File: src/rtl/mul_div_unit.sv
// Iterative MULT/MULTU/DIV/DIVU unit holding its 64-bit result in HI/LO.
// Every operation takes PREP (1) + CALC (WIDTH) + FIX (1) cycles.
module mul_div_unit #(
  parameter int WIDTH = 32
) (
  input  logic             clk,
  input  logic             reset_n,
  input  logic             start,
  input  logic [1:0]       op,
  input  logic [WIDTH-1:0] a,
  input  logic [WIDTH-1:0] b,
  input  logic             hi_wr,
  input  logic             lo_wr,
  input  logic [WIDTH-1:0] wdata,
  output logic [WIDTH-1:0] hi,
  output logic [WIDTH-1:0] lo,
  output logic             busy,
  output logic             done
);

  localparam int CW = $clog2(WIDTH);
  localparam logic [CW-1:0] LAST_ITER = CW'(WIDTH - 1);

  typedef enum logic [1:0] {
    S_IDLE = 2'd0,
    S_PREP = 2'd1,
    S_CALC = 2'd2,
    S_FIX  = 2'd3
  } state_t;

  function automatic logic [WIDTH-1:0] neg_w(input logic [WIDTH-1:0] x);
    return ~x + {{(WIDTH-1){1'b0}}, 1'b1};
  endfunction

  function automatic logic [2*WIDTH-1:0] neg_2w(input logic [2*WIDTH-1:0] x);
    return ~x + {{(2*WIDTH-1){1'b0}}, 1'b1};
  endfunction

  // Magnitude stays WIDTH bits wide, so the most negative value maps onto itself.
  function automatic logic [WIDTH-1:0] magnitude(input logic [WIDTH-1:0] x, input logic is_signed);
    return (is_signed && x[WIDTH-1]) ? neg_w(x) : x;
  endfunction

  state_t             state_r, state_nxt_s;
  logic [1:0]         op_r;
  logic [WIDTH-1:0]   a_r, b_r, opnd_r, shreg_r;
  logic [2*WIDTH-1:0] acc_r;
  logic [CW-1:0]      cnt_r;
  logic               res_sign_r, rem_sign_r;

  logic latch_s, mt_s, prep_s, step_s, fix_s;
  logic               is_signed_s;
  logic [WIDTH-1:0]   a_mag_s, b_mag_s;
  logic [WIDTH:0]     mul_sum_s, rem_sh_s, div_diff_s;
  logic [WIDTH-1:0]   div_rem_nxt_s;
  logic               qbit_s;
  logic [2*WIDTH-1:0] prod_s;
  logic [WIDTH-1:0]   quot_s, rem_s, res_hi_s, res_lo_s;

  // State register
  always_ff @(posedge clk or negedge reset_n) begin
    if (!reset_n) begin
      state_r <= S_IDLE;
    end else begin
      state_r <= state_nxt_s;
    end
  end

  // Next-state logic
  always_comb begin
    state_nxt_s = state_r;
    case (state_r)
      S_IDLE: begin
        if (start) state_nxt_s = S_PREP;
        else       state_nxt_s = S_IDLE;
      end
      S_PREP: state_nxt_s = S_CALC;
      S_CALC: begin
        if (cnt_r == LAST_ITER) state_nxt_s = S_FIX;
        else                    state_nxt_s = S_CALC;
      end
      S_FIX:   state_nxt_s = S_IDLE;
      default: state_nxt_s = S_IDLE;
    endcase
  end

  // Per-state control strobes
  always_comb begin
    latch_s = 1'b0;
    mt_s    = 1'b0;
    prep_s  = 1'b0;
    step_s  = 1'b0;
    fix_s   = 1'b0;
    case (state_r)
      S_IDLE: begin
        latch_s = start;
        mt_s    = ~start;
      end
      S_PREP:  prep_s = 1'b1;
      S_CALC:  step_s = 1'b1;
      S_FIX:   fix_s  = 1'b1;
      default: begin
        latch_s = 1'b0;
        mt_s    = 1'b0;
      end
    endcase
  end

  // Iteration arithmetic and final sign correction
  always_comb begin
    is_signed_s   = ~op_r[0];
    a_mag_s       = magnitude(a_r, is_signed_s);
    b_mag_s       = magnitude(b_r, is_signed_s);
    mul_sum_s     = {1'b0, acc_r[2*WIDTH-1:WIDTH]} +
                    (shreg_r[0] ? {1'b0, opnd_r} : {(WIDTH+1){1'b0}});
    rem_sh_s      = {acc_r[2*WIDTH-1:WIDTH], shreg_r[WIDTH-1]};
    div_diff_s    = rem_sh_s - {1'b0, opnd_r};
    qbit_s        = ~div_diff_s[WIDTH];
    div_rem_nxt_s = qbit_s ? div_diff_s[WIDTH-1:0] : rem_sh_s[WIDTH-1:0];
    prod_s        = res_sign_r ? neg_2w(acc_r) : acc_r;
    quot_s        = res_sign_r ? neg_w(shreg_r) : shreg_r;
    rem_s         = rem_sign_r ? neg_w(acc_r[2*WIDTH-1:WIDTH]) : acc_r[2*WIDTH-1:WIDTH];
    if (!op_r[1]) begin
      res_hi_s = prod_s[2*WIDTH-1:WIDTH];
      res_lo_s = prod_s[WIDTH-1:0];
    end else if (b_r == {WIDTH{1'b0}}) begin
      res_hi_s = a_r;
      res_lo_s = {WIDTH{1'b1}};
    end else begin
      res_hi_s = rem_s;
      res_lo_s = quot_s;
    end
  end

  // Operand latch and iterative datapath: mul shifts shreg right, div shifts quotient into it
  always_ff @(posedge clk or negedge reset_n) begin
    if (!reset_n) begin
      op_r       <= 2'b00;
      a_r        <= {WIDTH{1'b0}};
      b_r        <= {WIDTH{1'b0}};
      opnd_r     <= {WIDTH{1'b0}};
      shreg_r    <= {WIDTH{1'b0}};
      acc_r      <= {(2*WIDTH){1'b0}};
      cnt_r      <= {CW{1'b0}};
      res_sign_r <= 1'b0;
      rem_sign_r <= 1'b0;
    end else if (latch_s) begin
      op_r <= op;
      a_r  <= a;
      b_r  <= b;
    end else if (prep_s) begin
      res_sign_r <= is_signed_s & (a_r[WIDTH-1] ^ b_r[WIDTH-1]);
      rem_sign_r <= is_signed_s & a_r[WIDTH-1];
      shreg_r    <= op_r[1] ? a_mag_s : b_mag_s;
      opnd_r     <= op_r[1] ? b_mag_s : a_mag_s;
      acc_r      <= {(2*WIDTH){1'b0}};
      cnt_r      <= {CW{1'b0}};
    end else if (step_s) begin
      if (op_r[1]) begin
        acc_r   <= {div_rem_nxt_s, acc_r[WIDTH-1:0]};
        shreg_r <= {shreg_r[WIDTH-2:0], qbit_s};
      end else begin
        acc_r   <= {mul_sum_s, acc_r[WIDTH-1:1]};
        shreg_r <= {1'b0, shreg_r[WIDTH-1:1]};
      end
      cnt_r <= cnt_r + {{(CW-1){1'b0}}, 1'b1};
    end
  end

  // Architectural HI/LO, done pulse and busy flag
  always_ff @(posedge clk or negedge reset_n) begin
    if (!reset_n) begin
      hi   <= {WIDTH{1'b0}};
      lo   <= {WIDTH{1'b0}};
      done <= 1'b0;
      busy <= 1'b0;
    end else begin
      done <= fix_s;
      busy <= (state_nxt_s != S_IDLE);
      if (fix_s) begin
        hi <= res_hi_s;
        lo <= res_lo_s;
      end else if (mt_s) begin
        if (hi_wr) hi <= wdata;
        if (lo_wr) lo <= wdata;
      end
    end
  end

endmodule

File: config.mk
export PLATFORM = sky130hd
export DESIGN_NAME = mul_div_unit
export DESIGN_NICKNAME = d
export VERILOG_FILES = /design/src/rtl/mul_div_unit.sv
export SDC_FILE = /design/constraint.sdc
export NUM_CORES = 1
export LEC_CHECK = 0
export BUFFER_PORTS_ARGS = -buffer_cell sky130_fd_sc_hd__buf_2
export CAP_MARGIN = 20
export CORE_MARGIN = 3
export CORE_UTILIZATION = 55
export DETAILED_ROUTE_END_ITERATION = 10
export PLACE_DENSITY = 0.77
export SKIP_LAST_GASP = 1
export SLEW_MARGIN = 20
export SYNTH_ARGS = -nofsm -noshare
export SYNTH_HDL_FRONTEND = slang
export SYNTH_SLANG_ARGS = --single-unit
File: constraint.sdc
create_clock -name clk -period 3 [get_ports clk]
set_input_delay 0.9 -clock clk [delete_from_list [all_inputs] [get_ports clk]]
set_output_delay 0.9 -clock clk [all_outputs]
set_load 0.02 [all_outputs]
==> metrics.yaml <==
floorplanning:
  core_um2: 36800
  dieArea_um2: 39800
  floorplan.initialDensity: 0.560
  num_rows: 70
  fp.dieW_um: 200
  ios: 169
  die-height_um: 200
power_and_ir_drop:
  p_int_mw: 18.9
  pwr-share-clk: 0.121
  switching_share: 0.483
  p_comb_frac: 0.690
  powerDensity_nw_per_um2: 1370
  sequentialPowerShare: 0.189
  p_sw_mw: 17.7
  p_total_mw: 36.7
  p_leak_nw: 12.5
  vdd_drop_max_uv: 827
finish:
  nets: 3004
  diodes: 0
  drive_gt1_frac: 0.311
  syn_to_final_growth_pct: 29.8
  layout_common_cells: "buf_4, dfrtp_1, nand2_1, o21ai_0, buf_2"
  n_fill_cell: 2821
  final_common_cell: "buf_4"
  fin_area_um2: 26800
synth:
  ys.flop_type: "dfrtp_1"
  synthXorXnorAreaFrac: 0.0964
  synth_fp_nets: 2560
  muxShareOfSynthArea: 0.105
  synth.cell_area_um2: 20600
  synth_top_cell_by_area: "dfrtp_1"
  yosys-top-cells-area: "dfrtp_1, xnor2_1, o21ai_0"
  synth_top_family_by_area: "compound AO/OA/AOI/OAI gates"
  synthAdderAreaFrac: 0.0481
  avgSynthCellArea_um2: 8.67
  ys_seq_area_frac: 0.327
  synth_top_area_share: 0.327
  synth_compound_area_frac: 0.231
  yosys_warnings: 0
  ys_types: 80
  synth-seq-cells: 269
  synth-async-reset-ratio: 1.00
  synth-simple-area-share: 0.148
  synth_edf_count: 0
  netlist_instances: 2379
worst_setup_path:
  worst_ep_arrival_time_ns: 3.51
  rr_worst_depth: 14
  cp_max_fo: 3
  cp-start-kind: "flip-flop"
  crit_required_ns: 3.43
  crit_type: "reg2reg"
  crit_path_end_kind: "flip-flop"
drt:
  dr.first_iter.drc_count: 2344
  antenna_left: 0
  vias: 21300
  wl_mm: 77.5
  drcViolationCount: 0
  dr.pass1.iters: 5
  wl_per_cell_um: 23.4
  vias_per_cell: 6.42
run_status:
  failed_checks: "negative setup slack"
  outcome: "complete, but fails checks"
placement:
  place_congestion: 1.02
  dp_slack_ns: -0.406
  port_buffers: 168
  dp_hpwl_mm: 58.7
  placed_area_um2: 24300
sta:
  max-slew-margin-rel: 0.334
  max_freq_ghz: 0.325
  setup_viol: 5
  fin_crit_ns: 3.08
  fin_skew_ns: 0.0258
  worstMarginPinSlew_ns: 0.998
  rsz0062_at_grt: "yes"
  period_share: 1.03
  hold_viol: 0
  setup-tns-final_ns: -0.198
  setup_slack_ns: -0.0800
  final_max_slew_viol_count: 0
grt:
  antenna_found_initial: 1
  grt_pass1_vias: 20300
  grt_pass1_wl_mm: 117
  grt_overflow: 0
  track_usage: 0.381
  grt_max_degree: 88
cts:
  clk_latency_ns: 0.56
  cts_tree: "done"
  clockBufferDepth: 3
  cts_buffers: 34
  ctsHtreeMaxLevel: 2
  cts_hold_buffers: 0
  clk_pin_slew_ns: 0.06
  clkSinkCount: 269
  clockRootBuffer: "clkbuf_16"
job:
  max-cap-violations: 0
hold_path:
  hp-class: "in2async"
[layer usage]
layer / vias up / global-route usage / wire (µm)
li1: 9544 / - / -
met3: 198 / 0.0978 / 8580
met5: - / 0 / 17
met2: 1201 / 0.585 / 34100
met1: 10300 / 0.526 / 32200
met4: 2 / 0.129 / 2710
[through the flow]
| step | util | std cells | hold slack, ns |
|---|---|---|---|
| after CTS | 0.714 | 3296 | 0.302 |
| final | 0.727 | 3316 | 0.285 |
| after detailed placement | 0.661 | 3207 | 0.474 |
| after floorplan | - | 2379 | 0.443 |
| after global placement | 0.661 | 3207 | 0.463 |
| after global routing | 0.727 | 3316 | 0.312 |
[critical path, stage by stage, from the launching register on]
cell and delay (ns):
dfrtp_1 0.37, clkinvlp_4 0.21, buf_12 0.19, nor2_4 0.10, ha_4 0.22, and3_4 0.19
and3_4 0.16, a32oi_2 0.23, buf_4 0.17, a21oi_2 0.05, a211o_1 0.26, a21o_1 0.19
a21o_1 0.18, xor2_1 0.15, a221o_1 0.30
[power groups by stage]
stage	Combinational (mW)	Clock (mW)	Sequential [mW]
after CTS	23.8	4.47	6.79
after global placement	22.3	0	6.72
after global routing	27.0	4.62	7.05
after detailed placement	22.7	0	6.81
after floorplan	13.3	0	6.93
final	25.3	4.43	6.94
[cell usage after synthesis (37+ instances only)]
cell	count
a21oi_1	130
mux2i_1	109
o211ai_1	58
mux2_2	82
nor3_1	37
inv_1	61
clkbuf_1	144
nand3_1	44
xor2_1	86
dfrtp_1	269
nand2_1	222
a211oi_1	41
xnor2_1	141
o21ai_0	234
ha_1	76
o31ai_1	39
nor2_1	167
[sequential cells by signal (all words and copies together) (netlist names)]
| name | flops |
|---|---|
| res_sign_r | 1 |
| done | 1 |
| a_r | 32 |
| hi | 32 |
| rem_sign_r | 1 |
| shreg_r | 32 |
| op_r | 2 |
| b_r | 32 |
| opnd_r | 32 |
| acc_r | 64 |
| state_r | 2 |
| busy | 1 |
| cnt_r | 5 |
| lo | 32 |
[repair_timing]
item | in CTS | in global routing
setup buffers | 28 | 17
hold endpoints to repair | 0 | 0
pin swaps | 47 | 31
gates resized for setup | 104 | 74
setup endpoints to repair | 32 | 63
cloned | 2 | 4
[worst paths after layout]
kind / startpoint / end / slack, ns
max: opnd_r[9] / acc_r[60] / -0.08
min: reset_n / acc_r[7] / 0.28
max reg2reg: opnd_r[9] / acc_r[60] / -0.08
min reg2reg: opnd_r[28] / opnd_r[28] / 0.48
max in group asynchronous: reset_n / acc_r[40] / 1.94
min in group clk: opnd_r[28] / opnd_r[28] / 0.48
[final cells by class]
type / instances / area (µm²) / share of cell area
clock buffer: 44 / 950 / 0.0355
clock inverter: 17 / 250 / 0.00935
inverter: 62 / 246 / 0.00921
multi-input combinational: 1874 / 13700 / 0.512
sequential: 269 / 6740 / 0.252
tap: 468 / 586 / 0.0219
timing repair buffer: 582 / 4280 / 0.160
[cell families after synthesis]
group                      Yosys count
adders and majority gates           78
DFF                                269
muxes                              198
buffers and inverters              236
AOI/OAI and AO/OA                  734
xor gates and xnor gates           227
and+or+nand+nor                    637
Power figures use the tool's default switching activity.
